[src/rtl/serial2tcp_pkg.sv]
// Shared definitions for the serial-to-TCP transmit arbiter.
// Holds the FSM state encoding (identical with and without SERIAL2TCP_ARB_TAG_EN)
// and the tag-byte helper used when tagging is enabled.
package serial2tcp_pkg;

    typedef enum logic [1:0] {
        ST_IDLE = 2'd0,
        ST_TAG  = 2'd1,
        ST_DATA = 2'd2
    } arb_state_t;

    // Only the low two bits of the tag carry the requester index.
    localparam logic [1:0] TAG_LOW_MASK = 2'b11;

    // Builds the tag byte announcing which requester owns the following burst.
    function automatic logic [7:0] make_tag(input logic [7:0] base, input logic [1:0] id);
        return base | {6'b000000, id & TAG_LOW_MASK};
    endfunction

endpackage

[src/rtl/serial2tcp_rr_pick.sv]
// Round-robin requester selector: searches from last+1 upward, wrapping at
// NUM_REQ, and reports the first requester with valid high.
module serial2tcp_rr_pick
    import serial2tcp_pkg::*;
#(
    parameter int NUM_REQ = 2
) (
    input  logic [NUM_REQ-1:0] valid,
    input  logic [1:0]         last,
    output logic [1:0]         next,
    output logic               any
);

    logic [3:0] valid_pad_s;
    logic [2:0] sum_s;
    logic [1:0] idx_s;

    assign valid_pad_s = 4'(valid);

    // Walk candidates farthest-first so the nearest valid one after last wins.
    always_comb begin
        next  = last;
        any   = 1'b0;
        sum_s = 3'd0;
        idx_s = 2'd0;
        for (int k = NUM_REQ; k >= 1; k--) begin
            sum_s = {1'b0, last} + 3'(k);
            if (sum_s >= 3'(NUM_REQ)) begin
                sum_s = sum_s - 3'(NUM_REQ);
            end else begin
                sum_s = sum_s;
            end
            idx_s = sum_s[1:0];
            if (valid_pad_s[idx_s]) begin
                next = idx_s;
                any  = 1'b1;
            end else begin
                next = next;
                any  = any;
            end
        end
    end

endmodule

[src/rtl/serial2tcp_tx_arbiter.sv]
// Serial-to-TCP transmit arbiter: grants one byte-stream requester at a time
// (round-robin, up to MAX_BURST bytes per grant) and forwards its bytes through
// a single registered output stage to the TCP bridge.
// Optional feature: define SERIAL2TCP_ARB_TAG_EN to prefix each burst with a
// tag byte TAG_BASE | grant_id.
module serial2tcp_tx_arbiter
    import serial2tcp_pkg::*;
#(
    parameter int         NUM_REQ   = 2,
    parameter int         MAX_BURST = 16,
    parameter logic [7:0] TAG_BASE  = 8'hF0
) (
    input  logic                 sys_clk,
    input  logic                 sys_rst,
    input  logic [NUM_REQ-1:0]   req_valid,
    output logic [NUM_REQ-1:0]   req_ready,
    input  logic [8*NUM_REQ-1:0] req_data,
    output logic                 serial2tcp_source_valid,
    input  logic                 serial2tcp_source_ready,
    output logic [7:0]           serial2tcp_source_data,
    output logic [1:0]           grant_id,
    output logic                 busy
);

    arb_state_t state_r;
    logic [1:0] grant_id_r;
    logic [7:0] burst_r;
    logic       src_valid_r;
    logic [7:0] src_data_r;
    logic       busy_r;

    logic       load_ok_s;
    logic [1:0] pick_s;
    logic       any_s;
    logic [3:0] valid_pad_s;
    logic [31:0] data_pad_s;
    logic       sel_valid_s;
    logic [7:0] sel_byte_s;
    logic [3:0] ready_pad_s;

    serial2tcp_rr_pick #(.NUM_REQ(NUM_REQ)) u_pick (
        .valid (req_valid),
        .last  (grant_id_r),
        .next  (pick_s),
        .any   (any_s)
    );

    assign load_ok_s   = !src_valid_r || serial2tcp_source_ready;
    assign valid_pad_s = 4'(req_valid);
    assign data_pad_s  = 32'(req_data);
    assign sel_valid_s = valid_pad_s[grant_id_r];
    assign sel_byte_s  = data_pad_s[{grant_id_r, 3'b000} +: 8];
    assign ready_pad_s = ((state_r == ST_DATA) && load_ok_s) ? (4'b0001 << grant_id_r) : 4'b0000;

    assign req_ready               = ready_pad_s[NUM_REQ-1:0];
    assign serial2tcp_source_valid = src_valid_r;
    assign serial2tcp_source_data  = src_data_r;
    assign grant_id                = grant_id_r;
    assign busy                    = busy_r;

    // Arbitration FSM together with the output register and burst counter.
    always_ff @(posedge sys_clk or posedge sys_rst) begin
        if (sys_rst) begin
            state_r     <= ST_IDLE;
            grant_id_r  <= 2'(NUM_REQ - 1);
            burst_r     <= 8'd0;
            src_valid_r <= 1'b0;
            src_data_r  <= 8'h00;
            busy_r      <= 1'b0;
        end else begin
            case (state_r)
                ST_IDLE: begin
                    // Drain any byte still held from the previous grant.
                    if (load_ok_s) begin
                        src_valid_r <= 1'b0;
                    end
                    if (any_s) begin
                        grant_id_r <= pick_s;
                        burst_r    <= 8'd0;
                        busy_r     <= 1'b1;
`ifdef SERIAL2TCP_ARB_TAG_EN
                        state_r    <= ST_TAG;
`else
                        state_r    <= ST_DATA;
`endif
                    end
                end
                ST_TAG: begin
                    // Tag byte does not count against the burst.
                    if (load_ok_s) begin
                        src_data_r  <= make_tag(TAG_BASE, grant_id_r);
                        src_valid_r <= 1'b1;
                        state_r     <= ST_DATA;
                    end
                end
                ST_DATA: begin
                    if (load_ok_s) begin
                        if (sel_valid_s) begin
                            src_data_r  <= sel_byte_s;
                            src_valid_r <= 1'b1;
                            burst_r     <= burst_r + 8'd1;
                            if ((burst_r + 8'd1) == 8'(MAX_BURST)) begin
                                state_r <= ST_IDLE;
                                busy_r  <= 1'b0;
                            end
                        end else begin
                            // Requester released its stream.
                            src_valid_r <= 1'b0;
                            state_r     <= ST_IDLE;
                            busy_r      <= 1'b0;
                        end
                    end
                end
                default: begin
                    state_r     <= ST_IDLE;
                    src_valid_r <= 1'b0;
                    busy_r      <= 1'b0;
                end
            endcase
        end
    end

endmodule

[config.mk]
export PLATFORM = sky130hd
export DESIGN_NAME = serial2tcp_tx_arbiter
export DESIGN_NICKNAME = d
export VERILOG_FILES = /design/src/rtl/serial2tcp_pkg.sv /design/src/rtl/serial2tcp_rr_pick.sv /design/src/rtl/serial2tcp_tx_arbiter.sv
export SDC_FILE = /design/constraint.sdc
export NUM_CORES = 1
export LEC_CHECK = 0
export BUFFER_PORTS_ARGS = -buffer_cell sky130_fd_sc_hd__clkbuf_2
export CAP_MARGIN = 20
export CORE_MARGIN = 2
export CORE_UTILIZATION = 50
export DETAILED_ROUTE_END_ITERATION = 8
export PLACE_DENSITY = 0.78
export SETUP_SLACK_MARGIN = 0.5
export SLEW_MARGIN = 20
export SYNTH_ARGS = -nofsm -noshare
export SYNTH_HDL_FRONTEND = slang
export SYNTH_SLANG_ARGS = --single-unit
[constraint.sdc]
create_clock -name sys_clk -period 2.4 [get_ports sys_clk]
set_input_delay 0.48 -clock sys_clk [delete_from_list [all_inputs] [get_ports sys_clk]]
set_output_delay 0.48 -clock sys_clk [all_outputs]
set_load 0.005 [all_outputs]
==> results of run 1 <==
==> area by class of cell <==
| type | instances | share of cell area (%) |
|---|---|---|
| Clock buffer | 4 | 2.65 |
| Inverter | 3 | 0.823 |
| Tap cell | 28 | 2.56 |
| Multi-Input combinational cell | 84 | 42.5 |
| Sequential cell | 20 | 36.8 |
| Timing Repair Buffer | 38 | 14.6 |
==> layer usage <==
metal / vias up / GRT usage [%] / part of all wire, %
li1: 480 / - / -
met4: 0 / 7.89 / 1.2
met1: 467 / 26.5 / 47
met2: 20 / 37.8 / 49
met3: 4 / 2.59 / 2.5
met5: - / 0 / 0
==> what timing repair did <==
action	4_1_cts	5_1_grt
setup endpoints to repair	0	2
setup buffers	0	2
gates resized for setup	0	3
==> cell usage in the layout, fill, tap and decap left out, types with 2 or more instances in the layout <==
cell / n
a31oi_1: 5
clkbuf_4: 3
nand2_1: 7
mux2_2: 8
inv_1: 3
o21a_1: 2
dfrtp_2: 2
clkbuf_2: 34
o22a_1: 2
buf_4: 4
a21oi_1: 6
o22ai_1: 2
dfrtp_1: 17
nor2_1: 10
nand2b_1: 7
a22o_1: 2
nor2b_1: 2
nand3_1: 3
o21ai_0: 3
mux2i_1: 6
and3_1: 5
==> final timing paths <==
check	end	start
max	req_ready[1]	busy
min	serial2tcp_source_data[4]	sys_rst
max reg2reg	burst_r[5]	grant_id[0]
min reg2reg	serial2tcp_source_data[4]	serial2tcp_source_data[4]
max in group asynchronous	busy	sys_rst
min in group sys_clk	serial2tcp_source_data[0]	req_data[0]
==> synth_stat cells <==
cell      number
nor4_1         1
a21oi_1        6
nand2_1        7
nor3_1         1
and3_4         1
dfstp_2        1
mux2_4         1
o22ai_1        2
buf_6          3
nand3_1        3
mux2i_1        6
nand2b_1       7
xor2_1         1
clkbuf_1       3
dfrtp_1       19
nand3b_1       1
and3_1         5
a31oi_1        5
and2b_1        1
a41oi_1        1
ha_1           1
o21a_1         2
o32ai_1        1
a211oi_1       1
nor2b_1        2
o21ai_0        3
xnor2_1        1
mux2_2         8
o22a_1         2
nor2_1        10
a211o_1        1
inv_1          3
and4_1         1
a22o_1         2
==> kinds of logic after synthesis <==
| logic type | count (synthesis) | synth area share [%] |
|---|---|---|
| and+or+nand+nor | 40 | 18.7 |
| AOI/OAI and AO/OA | 26 | 15.2 |
| DFF | 20 | 44.1 |
| muxes | 15 | 14.5 |
| buffers and inverters | 9 | 4.94 |
| xor gates and xnor gates | 2 | 1.54 |
| adders and majority gates | 1 | 1.10 |
==> power by group <==
group          internal [µW]  switching [µW]
clock network           92.5             105
registers                465            96.1
logic                    334             329
total                    891             530
==> through the flow <==
stage / hold WS [ns] / utilization [%] / area (µm²) / std cells
after floorplan: 0.443 / - / 1140 / 113
after global placement: 0.493 / 60.0 / 1310 / 171
after detailed placement: 0.497 / 60.0 / 1310 / 171
after CTS: 0.296 / 61.6 / 1350 / 175
after global routing: 0.336 / 62.5 / 1370 / 177
final: 0.265 / 62.5 / 1370 / 177
==> worst reg2reg max path, stage by stage (launching register included) <==
cell and delay (ns):
dfstp_2 0.60, mux2_4 0.32, and3_4 0.23, and3_1 0.19
a211o_1 0.25
==> flip-flops by register name, summed over array words and instances (netlist names), named ones only <==
register,flops
burst_r,8
serial2tcp_source_valid,1
serial2tcp_source_data,8
grant_id,1
busy,1
==> results_dict.tcl, run 1 <==
set metrics [dict create \
    multi_input_area_um2 582 \
    rrSetupSlack_ns 0.70 \
    core_area_um2 2190 \
    finalPower_uw 1420 \
    finalNetCount 172 \
    firstDrtPassIters 4 \
    postCtsHoldBufs 0 \
    die_w_um 51.7 \
    crit_fanout 10 \
    ff2ff_path_depth 4 \
    ys_ff_latch 20 \
    finalSetupTns_ns 0 \
    cap_violations 0 \
    cts_tree "built" \
    fp.dieH_um 51.7 \
    finalWirelength_um 2440 \
    path_clk_slew_ns 0.11 \
    setup.worst_path.start_class "flop" \
    p_leak_uw 0.000690 \
    cts_num_sinks 20 \
    preCtsSetupSlack_ns 0.723 \
    ys_top_cells_by_area "dfrtp_1, mux2_2, mux2i_1" \
    io_pins 35 \
    die-area_um2 2670 \
    initial_core_util_pct 52.0 \
    numCtsBuffers 3 \
    htree_num_levels 1 \
    synth_cell_types 34 \
    setup_ws_ns 0.574 \
    wl_per_cell_um 13.8 \
    syn_inst 113 \
    antennaDiodeCount 0 \
    cp.depth 3 \
    worstPathCellList "and2b_2 > and3_1 > clkbuf_2" \
    cts-root-buf "clkbuf_4" \
    drive_gt1_share_pct 37.6 \
    finalCriticalPeriod_ns 1.83 \
    area_growth_pct 20.2 \
    synth_top_area_share_pct 41.8 \
    status "complete, no violations" \
    setup_viol 0 \
    ir_drop_mv 0.620 \
    hold_viol_final 0 \
    synth_largest_area_cell "dfrtp_1" \
    n_fill_cell 184 \
    clock_latency_ns 0.30 \
    path_buf_inv 1 \
    yosysWarnings 0 \
    syn_avg_cell_area_um2 10.1 \
    vias_per_cell 5.49 \
    grt_pass1_wl_um 4280 \
    path_class "flop to output pin" \
    crit_arrival_ns 1.35 \
    io_buffers 34 \
    crit_path_top_delay_cell "dfrtp_2" \
    dr.first_iter.drc_count 21 \
    grt_setup_unrepaired "no" \
    grt_util_all_layers_pct 21.3 \
    max_stage_delay_ns 0.48 \
    yosysSeqAreaShare_pct 44.1 \
    overflow 0 \
    seqCellArea_um2 504 \
    cts_buffer_depth 2 \
    grt_pass1_vias 1020 \
    synth_nets 135 \
    vias 971 \
    drv_slew 0 \
    relSlewSlack_pct 50.0 \
    clock.fmax_ghz 0.548 \
    drcViolationCount 0 \
    worstHoldPathType "primary input to async pin" \
    skew_ns 0.00369 \
    gp_congestion 0.808 \
    netlist_area_um2 1140 \
    cp.required_ns 1.92 \
    antenna_found_initial 0 \
    grt_max_degree 21 \
    worst_pin_slew_ns 0.748 \
    p_per_area_nw_per_um2 1040 \
    ant_nets 0 \
    period_share_pct 76.1 \
    end_kind "output pin" \
    dp_hpwl_um 1760 \
    cp_top_family "flip-flops" \
    rows 17 \
]
Power figures use the tool's default switching activity.
==> run 2: changes to the inputs <==
--- a/config.mk
+++ b/config.mk
@@ -8,9 +8,9 @@
 export BUFFER_PORTS_ARGS = -buffer_cell sky130_fd_sc_hd__clkbuf_2
 export CAP_MARGIN = 20
 export CORE_MARGIN = 2
-export CORE_UTILIZATION = 50
+export CORE_UTILIZATION = 45
 export DETAILED_ROUTE_END_ITERATION = 8
-export PLACE_DENSITY = 0.78
+export PLACE_DENSITY = 0.74
 export SETUP_SLACK_MARGIN = 0.5
 export SLEW_MARGIN = 20
 export SYNTH_ARGS = -nofsm -noshare
==> constraint.sdc (replaced) <==
create_clock -name sys_clk -period 1.6 [get_ports sys_clk]
set_input_delay 0.32 -clock sys_clk [delete_from_list [all_inputs] [get_ports sys_clk]]
set_output_delay 0.32 -clock sys_clk [all_outputs]
set_load 0.005 [all_outputs]
==> results_dict.tcl, run 2 (synthesis results as in run 1) <==
set metrics [dict create \
    hold_viol_final 0 \
    period_share_pct 104 \
    setup.worst_path.start_class "flop" \
    combPwrFrac_pct 62.4 \
    cts_buffer_depth 2 \
    path_clk_slew_ns 0.13 \
    seqCellArea_um2 503 \
    multi_input_area_um2 712 \
    die-area_um2 2950 \
    fp.dieH_um 54.3 \
    area_growth_pct 62.7 \
    grt_setup_unrepaired "yes" \
    wl_per_cell_um 18.8 \
    clock.fmax_ghz 0.599 \
    drv_slew 0 \
    cts_num_sinks 20 \
    firstDrtPassIters 4 \
    pwr-share-seq_pct 24.9 \
    p_leak_uw 0.000909 \
    power.switching_uw 1200 \
    ant_nets 0 \
    dp_cells 181 \
    numCtsBuffers 3 \
    antennaDiodeCount 0 \
    worstHoldPathType "primary input to flop" \
    final_cell_area_um2 1850 \
    instances_no_fill 208 \
    crit_arrival_ns 1.88 \
    grt_util_all_layers_pct 22.5 \
    setup_ws_ns -0.0705 \
    cap_violations 0 \
    grt_pass1_wl_um 4740 \
    end_kind "flop" \
    core_area_um2 2430 \
    cts_tree "built" \
    grt_pass1_vias 1051 \
    crit_fanout 4 \
    ir_drop_mv 1.33 \
    n_fill_cell 155 \
    finalCriticalPeriod_ns 1.67 \
    skew_ns 0.00601 \
    dr.first_iter.drc_count 39 \
    finalNetCount 201 \
    clock_latency_ns 0.31 \
    worst_pin_slew_ns 0.303 \
    p_per_area_nw_per_um2 1820 \
    io_pins 35 \
    finalWirelength_um 3900 \
    initial_core_util_pct 46.8 \
    drcViolationCount 0 \
    dp_hpwl_um 2030 \
    drive_gt1_share_pct 60.1 \
    gp_congestion 0.744 \
    grt_max_degree 21 \
    layout_commonest_cell "clkbuf_2" \
    place_area_um2 1410 \
    antenna_found_initial 0 \
    cp.required_ns 1.81 \
    setup_viol 12 \
    fin_util_pct 76.2 \
    htree_num_levels 1 \
    overflow 0 \
    path_class "flop to flop" \
    io_buffers 34 \
    final_cell_mix "clkbuf_2, dfrtp_1, buf_6, buf_4" \
    vias_per_cell 5.90 \
    relSlewSlack_pct 79.8 \
    cts-root-buf "clkbuf_4" \
    status "finished with violations" \
    rows 18 \
    vias 1228 \
    internal-power_uw 2170 \
    p_sw_share_pct 35.5 \
    violations "negative setup slack" \
    power_frac_clock_pct 12.8 \
    die_w_um 54.3 \
]
==> run 2: changes by cell type in the layout (fill, tap and decap cells not counted), moves of 5 or more <==
cell,delta
buf_4,+11
a21oi_1,-5
a21oi_2,+5
clkbuf_2,-5
buf_6,+15
==> run 2: area by class of cell <==
cell class,count,share of cell area (%)
Clock buffer,3,1.22
Clock inverter,1,1.62
Inverter,3,0.608
Multi-Input combinational cell,84,38.4
Sequential cell,20,27.1
Tap cell,30,2.03
Timing Repair Buffer,67,29.0
==> run 2: what timing repair did <==
item,in CTS,in global routing
cloned,0,1
pin swaps,7,15
resized for setup,23,29
endpoints found under the setup margin,33,33
hold buffers,1,0
buffers inserted,13,8
hold endpoints to repair,12,0
==> run 2: worst paths after layout <==
check | startpoint | end | slack (ns) | cells past startpoint
max | grant_id[0] | burst_r[0] | -0.07 | 4
min | req_data[0] | serial2tcp_source_data[0] | 0.31 | 3
max reg2reg | grant_id[0] | burst_r[0] | -0.07 | 4
min reg2reg | serial2tcp_source_data[3] | serial2tcp_source_data[3] | 0.53 | 1
max in group asynchronous | sys_rst | grant_id[0] | 0.78 | 4
min in group asynchronous | sys_rst | serial2tcp_source_data[5] | 0.54 | 4
==> run 2: power by group through the flow <==
stage                     registers [µW]  logic, µW  clock network (µW)
final                                837       2100                 429
after global placement               828       1140                   0
after floorplan                      827        740                   0
after global routing                 856       2210                 455
after CTS                            830       1560                 418
after detailed placement             842       1180                   0
==> run 2: per-layer routing <==
layer / GRT usage, % / up-vias / wire, µm
met5: 0 / - / 0
met4: 6.67 / 0 / 118
met3: 3.28 / 12 / 167
met2: 41.4 / 55 / 2100
met1: 26.7 / 623 / 1520
li1: - / 538 / -
==> run 2: worst max-delay path, stage by stage (launching register included) <==
cell and delay (ns):
dfstp_2 0.61, nand2_1 0.14, o22a_1 0.27, o22a_1 0.27, mux2_2 0.28
==> run 2: per-stage QoR <==
stage	setup TNS, ns	worst slack (ns)	hold WS (ns)	power [µW]
final	-0.651	-0.0705	0.306	3370
after global routing	-0.967	-0.118	0.296	3520
after CTS	-0.141	-0.0312	0.277	2800
after detailed placement	0	0.000690	0.339	2030
after global placement	0	0.0250	0.339	1970
after floorplan	-0.706	-0.143	0.283	1570
==> run 3: changes to the inputs <==
--- a/config.mk
+++ b/config.mk
@@ -11,6 +11,7 @@
 export CORE_UTILIZATION = 45
 export DETAILED_ROUTE_END_ITERATION = 8
 export PLACE_DENSITY = 0.74
+export RECOVER_POWER = 100
 export SETUP_SLACK_MARGIN = 0.5
 export SLEW_MARGIN = 20
 export SYNTH_ARGS = -nofsm -noshare
==> results_dict.tcl, run 3 (synthesis results as in run 1) <==
set metrics [dict create \
    area_growth_pct 62.5 \
    violations "negative setup slack" \
    dp_hpwl_um 2030 \
    clock.fmax_ghz 0.599 \
    grt_setup_unrepaired "yes" \
    core_area_um2 2430 \
    crit_path_top_delay_cell "dfstp_2" \
    die-area_um2 2950 \
    grt_max_degree 21 \
    drive_gt1_share_pct 60.1 \
    worst_pin_slew_ns 0.510 \
    rows 18 \
    cts_buffer_depth 2 \
    io_buffers 34 \
    grt_util_all_layers_pct 22.5 \
    drv_slew 0 \
    finalNetCount 201 \
    path_buf_inv 0 \
    p_leak_uw 0.000908 \
    setup_ws_ns -0.0705 \
    holdCritStartpoint "req_data[0]" \
    layout_commonest_cell "clkbuf_2" \
    grt_pass1_wl_um 4740 \
    io_pins 35 \
    drcViolationCount 0 \
    cp.required_ns 1.81 \
    worstPathCellList "nand2_1 > o22a_1 > o22a_1 > mux2_2" \
    wl_per_cell_um 18.8 \
    firstDrtPassIters 4 \
    die_w_um 54.3 \
    dr.first_iter.drc_count 39 \
    path_common_cell "o22a_1" \
    initial_core_util_pct 46.8 \
    numCtsBuffers 3 \
    antennaDiodeCount 0 \
    rr_startpoint "grant_id[0]" \
    path_clk_slew_ns 0.13 \
    critPathLaunch "grant_id[0]" \
    fp.dieH_um 54.3 \
    crit_arrival_ns 1.88 \
    cts_num_sinks 20 \
    finalSetupTns_ns -0.652 \
    worstHoldPathType "primary input to flop" \
    finalWirelength_um 3900 \
    period_share_pct 104 \
    hold_viol_final 0 \
    end_kind "flop" \
    crit_fanout 4 \
    p_per_area_nw_per_um2 1820 \
    gp_congestion 0.744 \
    clock_latency_ns 0.31 \
    setup_viol 12 \
    finalPower_uw 3360 \
    cts-root-buf "clkbuf_4" \
    overflow 0 \
    path_class "flop to flop" \
    final_cell_mix "clkbuf_2, dfrtp_1, buf_6" \
    seqCellArea_um2 503 \
    htree_num_levels 1 \
    antenna_found_initial 0 \
    cts_tree "built" \
    relSlewSlack_pct 66.0 \
    grt_pass1_vias 1051 \
    setup.worst_path.start_class "flop" \
    multi_input_area_um2 712 \
    n_fill_cell 156 \
    ir_drop_mv 1.33 \
    finalCriticalPeriod_ns 1.67 \
    vias_per_cell 5.90 \
    cap_violations 0 \
    max_stage_delay_ns 0.61 \
    vias 1228 \
    fin_util_pct 76.1 \
    ant_nets 0 \
    cp_top_family "flip-flops" \
    skew_ns 0.00600 \
    status "finished with violations" \
]
-- run 3: power by group --
part	internal, µW	switching (µW)
registers	698	139
logic	1220	880
clock network	253	176
total	2170	1200
-- run 3: worst paths after layout --
kind	endpoint	slack (ns)	cells past startpoint
worst max-delay path	burst_r[0]	-0.07	4
worst min-delay path	serial2tcp_source_data[0]	0.31	3
worst max register to register	burst_r[0]	-0.07	4
worst min register to register	serial2tcp_source_data[3]	0.53	1
max in group asynchronous	busy	0.60	4
min in group asynchronous	serial2tcp_source_data[5]	0.63	4
-- run 3: worst reg2reg max path, stage by stage (launching register included) --
cell     delay, ns
dfstp_2       0.61
nand2_1       0.14
o22a_1        0.27
o22a_1        0.27
mux2_2        0.29
-- run 3: repair_timing --
action,in CTS,in global routing
resized for setup,23,29
setup buffers,13,8
pin swaps,7,15
gates cloned,0,1
endpoints found under the hold margin,12,0
hold buffers,1,0
setup endpoints to repair,33,33
-- run 3: stage by stage --
| stage | setup slack (ns) | hold WS, ns | area, µm² | cells |
|---|---|---|---|---|
| 5_1_grt | -0.118 | 0.296 | 1850 | 208 |
| 3_3_place_gp | 0.0250 | 0.339 | 1410 | 181 |
| 3_5_place_dp | 0.000690 | 0.339 | 1410 | 181 |
| 2_1_floorplan | -0.143 | 0.283 | 1140 | 113 |
| 6_report | -0.0705 | 0.306 | 1850 | 208 |
| 4_1_cts | -0.0312 | 0.277 | 1660 | 199 |
-- run 3: area by class of cell --
type / count / area share [%]
Clock buffer: 3 / 1.22
Clock inverter: 1 / 1.62
Inverter: 3 / 0.609
Multi-Input combinational cell: 84 / 38.5
Sequential cell: 20 / 27.2
Tap cell: 30 / 2.03
Timing Repair Buffer: 67 / 28.9
-- run 3: metal layers --
metal	vias up	GRT usage (%)	part of all wire, %
met2	55	41.4	54
met5	-	0	0
met4	0	6.67	3.0
met3	12	3.28	4.3
li1	538	-	-
met1	623	26.7	39
